==> config.mk <==
export PLATFORM = sky130hd
export DESIGN_NAME = mul_arbiter_flat
export DESIGN_NICKNAME = d
export VERILOG_FILES = /design/src/rtl/mul_arb_pkg.sv /design/src/rtl/mul_arbiter_if.sv /design/src/rtl/mul_arbiter_rr_arb2.sv /design/src/rtl/mul_arbiter.sv /design/src/flat_wrapper.sv
export SDC_FILE = /design/constraint.sdc
export NUM_CORES = 1
export LEC_CHECK = 0
export ABC_AREA = 1
export ABC_CLOCK_PERIOD_IN_PS = 3400
export CAP_MARGIN = 5
export CORE_AREA = 3 3 153 155
export DETAILED_ROUTE_END_ITERATION = 7
export DIE_AREA = 0 0 156 158
export HOLD_SLACK_MARGIN = 0.02
export PLACE_DENSITY = 0.77
export SLEW_MARGIN = 40
export SYNTH_ARGS = -nofsm -noshare
export SYNTH_HDL_FRONTEND = slang
export SYNTH_SLANG_ARGS = --single-unit
==> constraint.sdc <==
create_clock -name clk -period 3.4 [get_ports clk]
set_input_delay 0.34 -clock clk [delete_from_list [all_inputs] [get_ports clk]]
set_output_delay 0.34 -clock clk [all_outputs]
set_load 0.1 [all_outputs]
==> src/rtl/mul_arb_pkg.sv <==
// Shared types and constants for the two-port multiplier arbiter.
package mul_arb_pkg;

    localparam int MUL_W          = 32;
    localparam int MUL_STEPS      = 33;
    localparam int DEFAULT_MAXCYC = 40;

    localparam logic PORT_A = 1'b0;
    localparam logic PORT_B = 1'b1;

    typedef enum logic [1:0] {
        IDLE,
        RUN,
        RELEASE
    } state_t;

endpackage

==> src/rtl/mul_arbiter_if.sv <==
// Requester-side multiply port: request with operands, one-cycle ack with held result.
interface mul_arbiter_if
    import mul_arb_pkg::*;
#(
    parameter int W = MUL_W
);

    logic           req;
    logic           u;
    logic [W-1:0]   x;
    logic [W-1:0]   y;
    logic           ack;
    logic [2*W-1:0] z;

    modport master (output req, u, x, y, input ack, z);
    modport slave  (input req, u, x, y, output ack, z);

endinterface

==> src/rtl/mul_arbiter_rr_arb2.sv <==
// Two-way round-robin grant; the last-grant pointer moves only when a grant is taken.
module rr_arb2
    import mul_arb_pkg::*;
(
    input  logic       clk,
    input  logic       rst,
    input  logic [1:0] req,
    input  logic       update,
    output logic       valid,
    output logic       idx
);

    logic last;

    // NOTE: every signal written in always_comb gets a default first, so no path leaves it unassigned and no latch is inferred.
    always_comb begin
        valid = |req;
        idx   = PORT_A;
        if (req == 2'b11) begin
            idx = ~last;
        end else if (req[PORT_B]) begin
            idx = PORT_B;
        end
    end

    // Reset to B so that the first tie resolves to A.
    always_ff @(posedge clk or negedge rst) begin
        if (!rst) begin
            last <= PORT_B;
        end else if (update) begin
            last <= idx;
        end
    end

endmodule

==> src/rtl/mul_arbiter.sv <==
// Time-shares one iterative run/stall multiplier between ports A and B,
// with a watchdog that aborts a run the multiplier never finishes.
module mul_arbiter
    import mul_arb_pkg::*;
#(
    parameter int W      = MUL_W,
    parameter int MAXCYC = DEFAULT_MAXCYC
) (
    input  logic           clk,
    input  logic           rst,
    mul_arbiter_if.slave   a,
    mul_arbiter_if.slave   b,
    output logic           m_run,
    output logic           m_u,
    output logic [W-1:0]   m_x,
    output logic [W-1:0]   m_y,
    input  logic           m_stall,
    input  logic [2*W-1:0] m_z,
    output logic           busy,
    output logic           owner,
    output logic           err
);

    localparam int CW = $clog2(MAXCYC + 1);

    state_t        state;
    state_t        state_next;
    logic          gnt_valid;
    logic          gnt_idx;
    logic          grant;
    logic          done;
    logic          abort;
    logic [CW-1:0] wd_cnt;

    rr_arb2 u_rr (
        .clk    (clk),
        .rst    (rst),
        .req    ({b.req, a.req}),
        .update (grant),
        .valid  (gnt_valid),
        .idx    (gnt_idx)
    );

    always_comb begin
        state_next = state;
        grant      = 1'b0;
        done       = 1'b0;
        abort      = 1'b0;
        case (state)
            IDLE: begin
                if (gnt_valid) begin
                    grant      = 1'b1;
                    state_next = RUN;
                end
            end
            RUN: begin
                if (!m_stall) begin
                    done       = 1'b1;
                    state_next = RELEASE;
                end else if (wd_cnt == CW'(MAXCYC - 1)) begin
                    abort      = 1'b1;
                    state_next = RELEASE;
                end
            end
            RELEASE: state_next = IDLE;
            default: state_next = IDLE;
        endcase
    end

    // m_run follows the state directly; RELEASE gives the multiplier one low cycle to clear.
    assign m_run = (state == RUN);
    assign busy  = (state != IDLE);

    // NOTE: sequential state uses non-blocking assignments so every register samples pre-edge values.
    always_ff @(posedge clk or negedge rst) begin
        if (!rst) begin
            state <= IDLE;
        end else begin
            state <= state_next;
        end
    end

    always_ff @(posedge clk or negedge rst) begin
        if (!rst) begin
            m_u    <= 1'b0;
            m_x    <= '0;
            m_y    <= '0;
            owner  <= PORT_A;
            err    <= 1'b0;
            wd_cnt <= '0;
            a.ack  <= 1'b0;
            b.ack  <= 1'b0;
            a.z    <= '0;
            b.z    <= '0;
        end else begin
            a.ack <= 1'b0;
            b.ack <= 1'b0;
            if (grant) begin
                owner  <= gnt_idx;
                wd_cnt <= '0;
                if (gnt_idx == PORT_B) begin
                    m_u <= b.u;
                    m_x <= b.x;
                    m_y <= b.y;
                end else begin
                    m_u <= a.u;
                    m_x <= a.x;
                    m_y <= a.y;
                end
            end
            if (state == RUN) begin
                wd_cnt <= wd_cnt + CW'(1);
            end
            if (abort) begin
                err <= 1'b1;
            end
            if (done) begin
                if (owner == PORT_B) begin
                    b.z   <= m_z;
                    b.ack <= 1'b1;
                end else begin
                    a.z   <= m_z;
                    a.ack <= 1'b1;
                end
            end
        end
    end

endmodule

==> src/flat_wrapper.sv <==
// flat-port wrapper written by rule: the top's interface ports become plain ports
module mul_arbiter_flat import mul_arb_pkg::*;
#(
    parameter int W      = MUL_W,
    parameter int MAXCYC = DEFAULT_MAXCYC
)
  (clk, rst, m_run, m_u, m_x, m_y, m_stall, m_z, busy, owner, err, a_req, a_u, a_x, a_y, a_ack, a_z, b_req, b_u, b_x, b_y, b_ack, b_z);
  mul_arbiter_if #(.W(W)) a_i ();
  mul_arbiter_if #(.W(W)) b_i ();
  input  logic clk;
  input  logic rst;
  output logic m_run;
  output logic m_u;
  output logic [W-1:0] m_x;
  output logic [W-1:0] m_y;
  input  logic m_stall;
  input  logic [2*W-1:0] m_z;
  output logic busy;
  output logic owner;
  output logic err;
  input wire logic [$bits(a_i.req)-1:0] a_req;
  input wire logic [$bits(a_i.u)-1:0] a_u;
  input wire logic [$bits(a_i.x)-1:0] a_x;
  input wire logic [$bits(a_i.y)-1:0] a_y;
  output wire logic [$bits(a_i.ack)-1:0] a_ack;
  output wire logic [$bits(a_i.z)-1:0] a_z;
  input wire logic [$bits(b_i.req)-1:0] b_req;
  input wire logic [$bits(b_i.u)-1:0] b_u;
  input wire logic [$bits(b_i.x)-1:0] b_x;
  input wire logic [$bits(b_i.y)-1:0] b_y;
  output wire logic [$bits(b_i.ack)-1:0] b_ack;
  output wire logic [$bits(b_i.z)-1:0] b_z;
  assign a_i.req = a_req;
  assign a_i.u = a_u;
  assign a_i.x = a_x;
  assign a_i.y = a_y;
  assign a_ack = a_i.ack;
  assign a_z = a_i.z;
  assign b_i.req = b_req;
  assign b_i.u = b_u;
  assign b_i.x = b_x;
  assign b_i.y = b_y;
  assign b_ack = b_i.ack;
  assign b_z = b_i.z;
  mul_arbiter #(.W(W), .MAXCYC(MAXCYC)) u_core (.clk(clk), .rst(rst), .a(a_i), .b(b_i), .m_run(m_run), .m_u(m_u), .m_x(m_x), .m_y(m_y), .m_stall(m_stall), .m_z(m_z), .busy(busy), .owner(owner), .err(err));
endmodule
## Yosys cells after proc, flatten, opt, wreduce, memory -nomap -nowiden

Index checks and enable logic that the tools add are counted.
Widths: inputs -> output; s select.

- Bits of input ports: 199
- ROM bits: 0
- Memory bits (writable): 0
- Bits in latches: 0
- Output and inout port bits: 199
- Memories: 0
- Bits in registers: 206

- Shift operators: 0
- Add/sub/neg operators: 1
- Equality and inequality tests: 5
- Multipliers: 0
- Bitwise operators: 2
- Order comparisons: 0
- Reduce and logical (&&, ||, !) cells: 7
- Mux-type cells: 22
- Divide/modulo/power cells: 0

Operators with widths:

| cell | count |
|---|---|
| $mux 32 | 2 |
| $mux 1 | 14 |
| $mux 6 | 2 |
| $add 6x1->6 const B | 1 |
| $eq 6x6->1 const B | 1 |
| $mux 2 | 3 |
| $reduce_and 2->1 | 3 |
| $pmux 2 s2 | 1 |
| $reduce_bool 2->1 | 2 |
| $ne 3x2->1 const B | 1 |
| $eq 2x1->1 const B | 1 |
| $eq 2x2->1 const B | 1 |
| $logic_not 2->1 | 1 |
| $ne 2x1->1 const B | 1 |
| $not 1->1 | 2 |
| $reduce_or 2->1 | 1 |

## Depth between registers and ports, before layout

Gate-level depths: netlist of run 1.

- Depth after elaboration: 5
- Depth in mapped cells: 7
- Depth with buffers taken out: 7

## Hierarchy

Synthesis of run 1 repeated with hierarchy kept, for this count alone.

- Cell total of the unflattened synthesis: 907
- Area, all modules: 8610.8 µm²

Modules (own cells, without submodules):

| module | instances | area an instance (µm²) | cells each | seq. area each (µm²) |
|---|---|---|---|---|
| mul_arbiter | 1 | 8552.0 | 899 | 5129.9 |
| rr_arb2 | 1 | 58.8 | 8 | 26.3 |

## Least setup slack after synthesis of run 1

OpenSTA, ideal clock, no wires.

- Path type: register to register
- From: reg u_core.state[1]
- To: reg u_core.m_y[26]
- Clock period less this slack: 1.920 ns
- Path buffers: 2
- Required time: 3.324 ns
- Path slack: 1.480 ns
- Arrival time: 1.844 ns
- Stages on the path, launching flop included: 8
- Path through: dfrtp_1 -> inv_1 -> nand2_1 -> nor2_2 -> buf_6 -> buf_6 -> nand2_1 -> o21ai_1

- Cells in the longest elaborated chain, start to end: 2

Ends and longest elaborated chain:

| item | line | source |
|---|---|---|
| start, declared | mul_arbiter.sv:26 | `state_t state;` |
| start signal, assigned | mul_arbiter.sv:79 | `state <= state_next;` |
| $logic_not 2->1 | mul_arbiter.sv:49 | `case (state)` |
| $mux 1 | mul_arbiter.sv:49 |  |
| end signal, assigned | mul_arbiter.sv:104 | `m_y <= b.y;` |
| end signal, assigned | mul_arbiter.sv:108 | `m_y <= a.y;` |
| end, declared | mul_arbiter.sv:16 | `output logic [W-1:0] m_y,` |

Every way passes these cells.
A chain may end at the register's enable or synchronous reset.

## Final worst setup path of run 1

- From: reg u_core.state[1]
- To: reg u_core.a.z[40]

- Cells in the longest elaborated chain, start to end: 3

Ends and longest elaborated chain:

| item | line | source |
|---|---|---|
| $eq 2x1->1 | mul_arbiter.sv:49 |  |
| $mux 1 | mul_arbiter.sv:49 |  |
| $reduce_and 2->1 (no line) | - |  |
| end, declared | mul_arbiter_if.sv:16 | `modport slave (input req, u, x, y, output ack, z);` |

Every way passes these cells.

==> summary.md, run 1 <==
| Metric | Value |
|---|---|
| Placement row count | `54` |
| Root Driver | `clkbuf_16` |
| Yosys top cell area share | `0.572` |
| Layout Skew | `8.69 ps` |
| Total Nets Final | `roughly 1.6k` |
| Seq/Total Area, Yosys | `0.575` |
| Total CTS buffers | `23` |
| Clk slew on worst S/H paths | `approximately 60 ps` |
| Initial antenna violation count | `0` |
| Fin. max-slew vios | `0` |
| Hold Crit Class | `primary input to async pin` |
| CTS Buffer Depth | `3` |
| Critical Path Fanout Max | `48` |
| Die area | `around 25000 um2` |
| Yosys warnings | `0` |
| GR Overflow Total | `0` |
| H-Tree Depth | `1` |
| Antenna Nets Post-Route | `0` |
| Total track usage | `0.210` |
| Placed cell count | `approximately 1.7k` |
| # resized after CTS | `0` |
| I/O pins | `between 300 and 400` |
| Clock Sink Count | `just over 200` |
| Worst-Margin Slew | `about 780 ps` |
| Worst path arrival time | `around 2300 ps` |
| Width of the chip | `156 um` |
| Req. time, crit path | `between 3000 and 4000 ps` |
| Core area | `around 22000 um2` |
| Achievable frequency | `between 500 and 600 MHz` |
| Port bufs | `397` |
| Post-layout util | `0.585` |
| Netlist cell types | `25` |
| Cell area after synthesis | `between 8000 and 9000 um2` |
| Pre-Repair DR Iteration Count | `5` |
| Status | `completed` |
| RSZ-0062 raised after global routing | `no` |
| Final Cycle Share | `0.562` |
| Endpoint class of the critical path | `register` |
| Leading area contributor after synthesis | `dfrtp_1` |
| Fin crit period | `roughly 1900 ps` |
| DRC | `0` |
| Starting Density | `0.408` |
| FF+latch count, synth | `206` |
| CTS tree | `built` |
| CP Launch Type | `register` |
| Avg WL per Cell | `15.9 um` |
| Final hold vios | `0` |
| Vias in the first global route | `roughly 7.6k` |
| Final setup viols | `0` |
| Mean number of vias per cell | `4.67` |
| Syn Area/Cell | `8.63 um2` |
| Fillers | `1998` |
| First-pass GRT wire length | `41200 um` |
| Layout cell share with drive strength beyond 1 | `0.213` |
| Non-filler cells, final | `1713` |
| Antenna diodes | `0` |
| Clk_lat worst skew | `between 400 and 500 ps` |
| Post-DP HPWL | `20700 um` |
| Largest net degree at the start of global routing | `99` |
| Headroom to the max-slew limit | `0.478` |
| Final setup TNS | `0 ps` |
| Gpl congestion | `roughly 0.89` |
| Synth-to-Final Area Change | `43.2%` |
| Routed wire length | `27300 um` |
| Synthesized Nets | `about 1.2k` |
| Die height | `158 um` |
| Iteration-0 DRC Markers | `481` |
| Synth top area cells | `dfrtp_1 (57%), nand2_1 (14%), o21ai_1 (6.6%)` |
| Worst Setup Path Type | `register to register` |
| Max Cap Viol | `0` |
| Cells after Synth | `~1.0k` |
| Via count | `about 8.0k` |
-- layer usage --
metal / track usage / part of all wire / vias to the layer above
met1: 0.250 / 0.38 / 3667
met3: 0.0694 / 0.10 / 41
li1: - / - / 3962
met2: 0.367 / 0.49 / 336
met4: 0.0517 / 0.021 / 0
met5: 0 / 0 / -
-- area by class of cell --
| cell class | instances | area, um2 | share of cell area |
|---|---|---|---|
| inverters | 143 | 537 | 0.0418 |
| well taps | 280 | 350 | 0.0273 |
| clock inverters | 2 | 12.5 | 0.000974 |
| multi-input cells | 634 | 2910 | 0.226 |
| flip-flops and latches | 206 | 5160 | 0.401 |
| clock buffers | 34 | 667 | 0.0519 |
| repair buffers | 414 | 3220 | 0.250 |
-- through the flow --
step / area, um2 / setup slack (ps) / hold WS [ps]
2_1_floorplan: 8970 / 1480 / 44.4
3_3_place_gp: 13100 / 1020 / 450
3_5_place_dp: 12100 / 971 / 462
4_1_cts: 12800 / 1220 / 401
5_1_grt: 12800 / 1300 / 329
6_report: 12800 / 1490 / 310
-- synth_stat cells --
library cell,count
a21oi_1,2
buf_1,1
buf_2,24
buf_4,6
buf_6,18
clkbuf_1,7
dfrtp_1,205
dfstp_2,1
ha_1,1
inv_1,142
inv_2,1
nand2_1,346
nand2_2,1
nand3_1,8
nand3_2,2
nand4_1,1
nor2_1,71
nor2_2,1
nor2_8,1
nor3_1,1
o21ai_0,29
o21ai_1,118
o21ai_2,50
o21bai_1,1
or2_2,1
-- cell families (layout without fill, tap and decap cells) --
kind of cell	Yosys count	in the layout	share of synthesized area
compound gates	200	200	0.133
fa+ha+maj	1	1	0.00139
buf+inv	199	593	0.104
flops	206	206	0.575
simple gates	433	433	0.187
-- path summary, 6_finish.rpt --
check,cells past startpoint,slack (ps),end,from
max,5,1490,u_core.a.z[40],u_core.state[1]
min,2,310,u_core.m_y[19],rst
max reg2reg,5,1490,u_core.a.z[40],u_core.state[1]
min reg2reg,2,470,u_core.u_rr.last,u_core.u_rr.last
max in group asynchronous,4,2130,u_core.a.z[53],rst
min in group clk,3,420,u_core.b.z[16],m_z[16]
-- layout by cell type (no fill, tap or decap), types with 8 or more instances in the layout --
cell             count
nand2_1            345
dfrtp_1            205
clkdlybuf4s50_1    197
buf_2              196
inv_1              142
o21ai_1            118
nor2_1              71
o21ai_2             50
o21ai_0             29
clkbuf_16           23
buf_4               12
nand3_1              8
-- worst max-delay path: stages, from the launching register on --
cell,delay [ps]
dfrtp_1,450
nor2_8,230
nand3_4,460
buf_4,440
nand2_1,100
o21ai_1,70
-- sequential cells by signal, summed over array words and instances, names as in the netlist --
register          flops
u_core.u_rr.last      1
u_core.a.z           64
u_core.m_u            1
u_core.wd_cnt         6
u_core.b.ack          1
u_core.b.z           64
u_core.a.ack          1
u_core.state          2
u_core.m_y           32
u_core.owner          1
u_core.m_x           32
u_core.err            1
-- what timing repair did --
| item | CTS | global route |
|---|---|---|
| buffers inserted | 0 | 0 |
| hold buffers | 1 | 0 |
| hold endpoints to repair | 94 | 0 |
Power of run 1 is left out: the tool's default activity adds up to more than one toggle a clock period on the data nets, which glitch-free logic cannot reach.
==> run 2, diff against run 1 <==
--- a/config.mk
+++ b/config.mk
@@ -6,13 +6,13 @@
 export NUM_CORES = 1
 export LEC_CHECK = 0
 export ABC_AREA = 1
-export ABC_CLOCK_PERIOD_IN_PS = 3400
+export ABC_CLOCK_PERIOD_IN_PS = 1900
 export CAP_MARGIN = 5
-export CORE_AREA = 3 3 153 155
+export CORE_AREA = 3 3 155 157
 export DETAILED_ROUTE_END_ITERATION = 7
-export DIE_AREA = 0 0 156 158
+export DIE_AREA = 0 0 158 160
 export HOLD_SLACK_MARGIN = 0.02
-export PLACE_DENSITY = 0.77
+export PLACE_DENSITY = 0.76
 export SLEW_MARGIN = 40
 export SYNTH_ARGS = -nofsm -noshare
 export SYNTH_HDL_FRONTEND = slang
==> constraint.sdc (replaced) <==
create_clock -name clk -period 1.9 [get_ports clk]
set_input_delay 0.19 -clock clk [delete_from_list [all_inputs] [get_ports clk]]
set_output_delay 0.19 -clock clk [all_outputs]
set_load 0.1 [all_outputs]
==> run 2 against run 1 <==
Effect of this change: utilization grew 1.4 points; clock skew down 4.1 ps; die area rose by 2.6%; cell count is 1.5% higher; register-to-register slack lost 1100 ps; global-route usage grew 0.18 points; clock-buffer cell count fell by 2; first-iteration DRC count shrank 13%; final area up 5.5%; setup slack lost 1300 ps; routed wire length is 1.3% higher; largest cell class unchanged; hold slack got worse by 56 ps.
==> summary.md, run 2 (synthesis gave the netlist of run 1 again) <==
| Metric | Value |
|---|---|
| Met2 Wirelength | `13100 um (-2.5%)` |
| Die height | `160 um (+1.3%)` |
| First-pass GRT wire length | `43000 um (+4.1%)` |
| Commonest cells after routing, fill and taps aside | `nand2_1 (344), buf_4 (217), dfrtp_1 (205)` |
| Largest net degree at the start of global routing | `71 (-28%)` |
| Status | `completed` |
| Final hold vios | `0 (unchanged)` |
| Final hold slack | `254 ps (-55.6 ps)` |
| Total CTS buffers | `23 (unchanged)` |
| Metal-1 WL | `10600 um (+1.1%)` |
| Routed wire length | `27600 um (+1.3%)` |
| Clk_lat worst skew | `510 ps (+20 ps)` |
| Final setup viols | `0 (unchanged)` |
| GR Overflow Total | `0 (unchanged)` |
| Wire length on met3 | `2700 um (-0.59%)` |
| Top layer in use | `met4` |
| # resized after CTS | `0 (unchanged)` |
| Achievable frequency | `589 MHz` |
| Post-layout util | `0.599 (+0.0138)` |
| Non-filler cells, final | `1739 (+1.5%)` |
| Width of the chip | `158 um (+1.3%)` |
| Antenna Nets Post-Route | `0 (unchanged)` |
| Mean number of vias per cell | `4.68 (+0.23%)` |
| Total Nets Final | `1638 (+0.99%)` |
| Total track usage | `0.211 (+0.00182)` |
| Hold Crit Class | `primary input to register` |
| RSZ-0062 raised after global routing | `no` |
| Layout Skew | `4.57 ps (-4.12 ps)` |
| Headroom to the max-slew limit | `0.597 (+0.119)` |
| Final setup TNS | `0 ps (unchanged)` |
| Hold Crit Depth | `3` |
| Pre-Repair DR Iteration Count | `5 (unchanged)` |
| Commonest non-fill, non-tap cell in the layout | `nand2_1` |
| CTS tree | `built` |
| Worst-Margin Slew | `604 ps (-177 ps)` |
| Worst Setup Path Type | `register to output port` |
| DRC | `0 (unchanged)` |
| Fin. max-slew vios | `0 (unchanged)` |
| I/O pins | `398 (unchanged)` |
| Gpl congestion | `0.851 (-4.1%)` |
| Area of the multi-input gates | `2910 um2 (about the same)` |
| Worst path arrival time | `1510 ps (-770 ps)` |
| Clock Sink Count | `206 (unchanged)` |
| Synth-to-Final Area Change | `51.1%` |
| Req. time, crit path | `1710 ps (-2060 ps)` |
| Placement row count | `55 (+1.9%)` |
| Area occupied by registers | `5160 um2 (unchanged)` |
| Final Cycle Share | `0.893` |
| Initial antenna violation count | `1 (+1)` |
| Layout cell share with drive strength beyond 1 | `0.223 (+0.0101)` |
| R2R cell count | `6 (+1)` |
| Largest regs | `u_core.a.z (64), u_core.b.z (64)` |
| Clk slew on worst S/H paths | `60 ps (about the same)` |
| Avg WL per Cell | `15.9 um (-0.25%)` |
| Worst Setup SP | `u_core.state[1]` |
| Fin crit period | `about 1700 ps` |
| Fillers | `1970 (-1.4%)` |
| Port bufs | `397 (unchanged)` |
| Via count | `8146 (+1.7%)` |
| Placed cell count | `1697 (+1.4%)` |
| Iteration-0 DRC Markers | `420 (-13%)` |
| Starting Density | `0.396 (-0.0123)` |
| CP Launch Type | `register` |
| FF-to-FF Start | `u_core.state[1]` |
| Die area | `25300 um2 (+2.6%)` |
| Hold path start | `m_z[57]` |
| H-Tree Depth | `1 (unchanged)` |
| Endpoint class of the critical path | `output port` |
| Root Driver | `clkbuf_16` |
| Critical Path Fanout Max | `7 (-85%)` |
| Post-DP HPWL | `21200 um (+2.4%)` |
| Vias in the first global route | `8009 (+4.9%)` |
| CTS Buffer Depth | `3 (unchanged)` |
| Max Cap Viol | `0 (unchanged)` |
| Core area | `22600 um2 (+3.1%)` |
==> run 2: cell count changes in the layout (fill, tap and decap cells not counted), sizes merged <==
| cell | previous run | this run |
|---|---|---|
| inv | 143 | 144 |
| diode | 0 | 1 |
| bufinv | 0 | 1 |
| clkinv | 1 | 5 |
| clkbuf | 34 | 33 |
| buf | 216 | 231 |
==> run 2: final timing paths <==
kind / to / slack [ps]
worst max-delay path: m_run / 200
worst min-delay path: u_core.b.z[57] / 250
worst max register to register: u_core.m_x[9] / 340
worst min register to register: u_core.u_rr.last / 470
max in group asynchronous: u_core.u_rr.last / 1020
min in group asynchronous: u_core.m_y[6] / 260
==> run 2: area by class of cell <==
| type | count | share of cell area |
|---|---|---|
| Tap cell | 285 | 0.0263 |
| Timing Repair Buffer | 430 | 0.288 |
| Clock inverter | 8 | 0.00526 |
| Antenna cell | 1 | 0.000185 |
| Inverter | 143 | 0.0396 |
| Clock buffer | 32 | 0.0457 |
| Multi-Input combinational cell | 634 | 0.215 |
| Sequential cell | 206 | 0.380 |
==> run 2: per-stage QoR <==
step	instance area, um2	setup slack, ps
2_1_floorplan	8970	148
3_3_place_gp	12900	296
3_5_place_dp	12900	223
4_1_cts	13600	172
5_1_grt	13600	152
6_report	13600	203
==> run 2: critical path: stages (launching register included) <==
cell     delay (ps)
dfrtp_1         450
nor2_8          180
buf_4           190
buf_12          180
==> run 2: layer usage <==
layer | up-vias | global-route usage
met5 | - | 0
met4 | 0 | 0.0853
met3 | 69 | 0.0599
met2 | 381 | 0.353
met1 | 3706 | 0.257
li1 | 3990 | -
==> run 2: what timing repair did <==
| action | 4_1_cts | 5_1_grt |
|---|---|---|
| endpoints found under the hold margin | 55 | 0 |
| buffers inserted | 0 | 0 |
| hold buffers | 1 | 0 |
Power of run 2 is left out for the same reason.
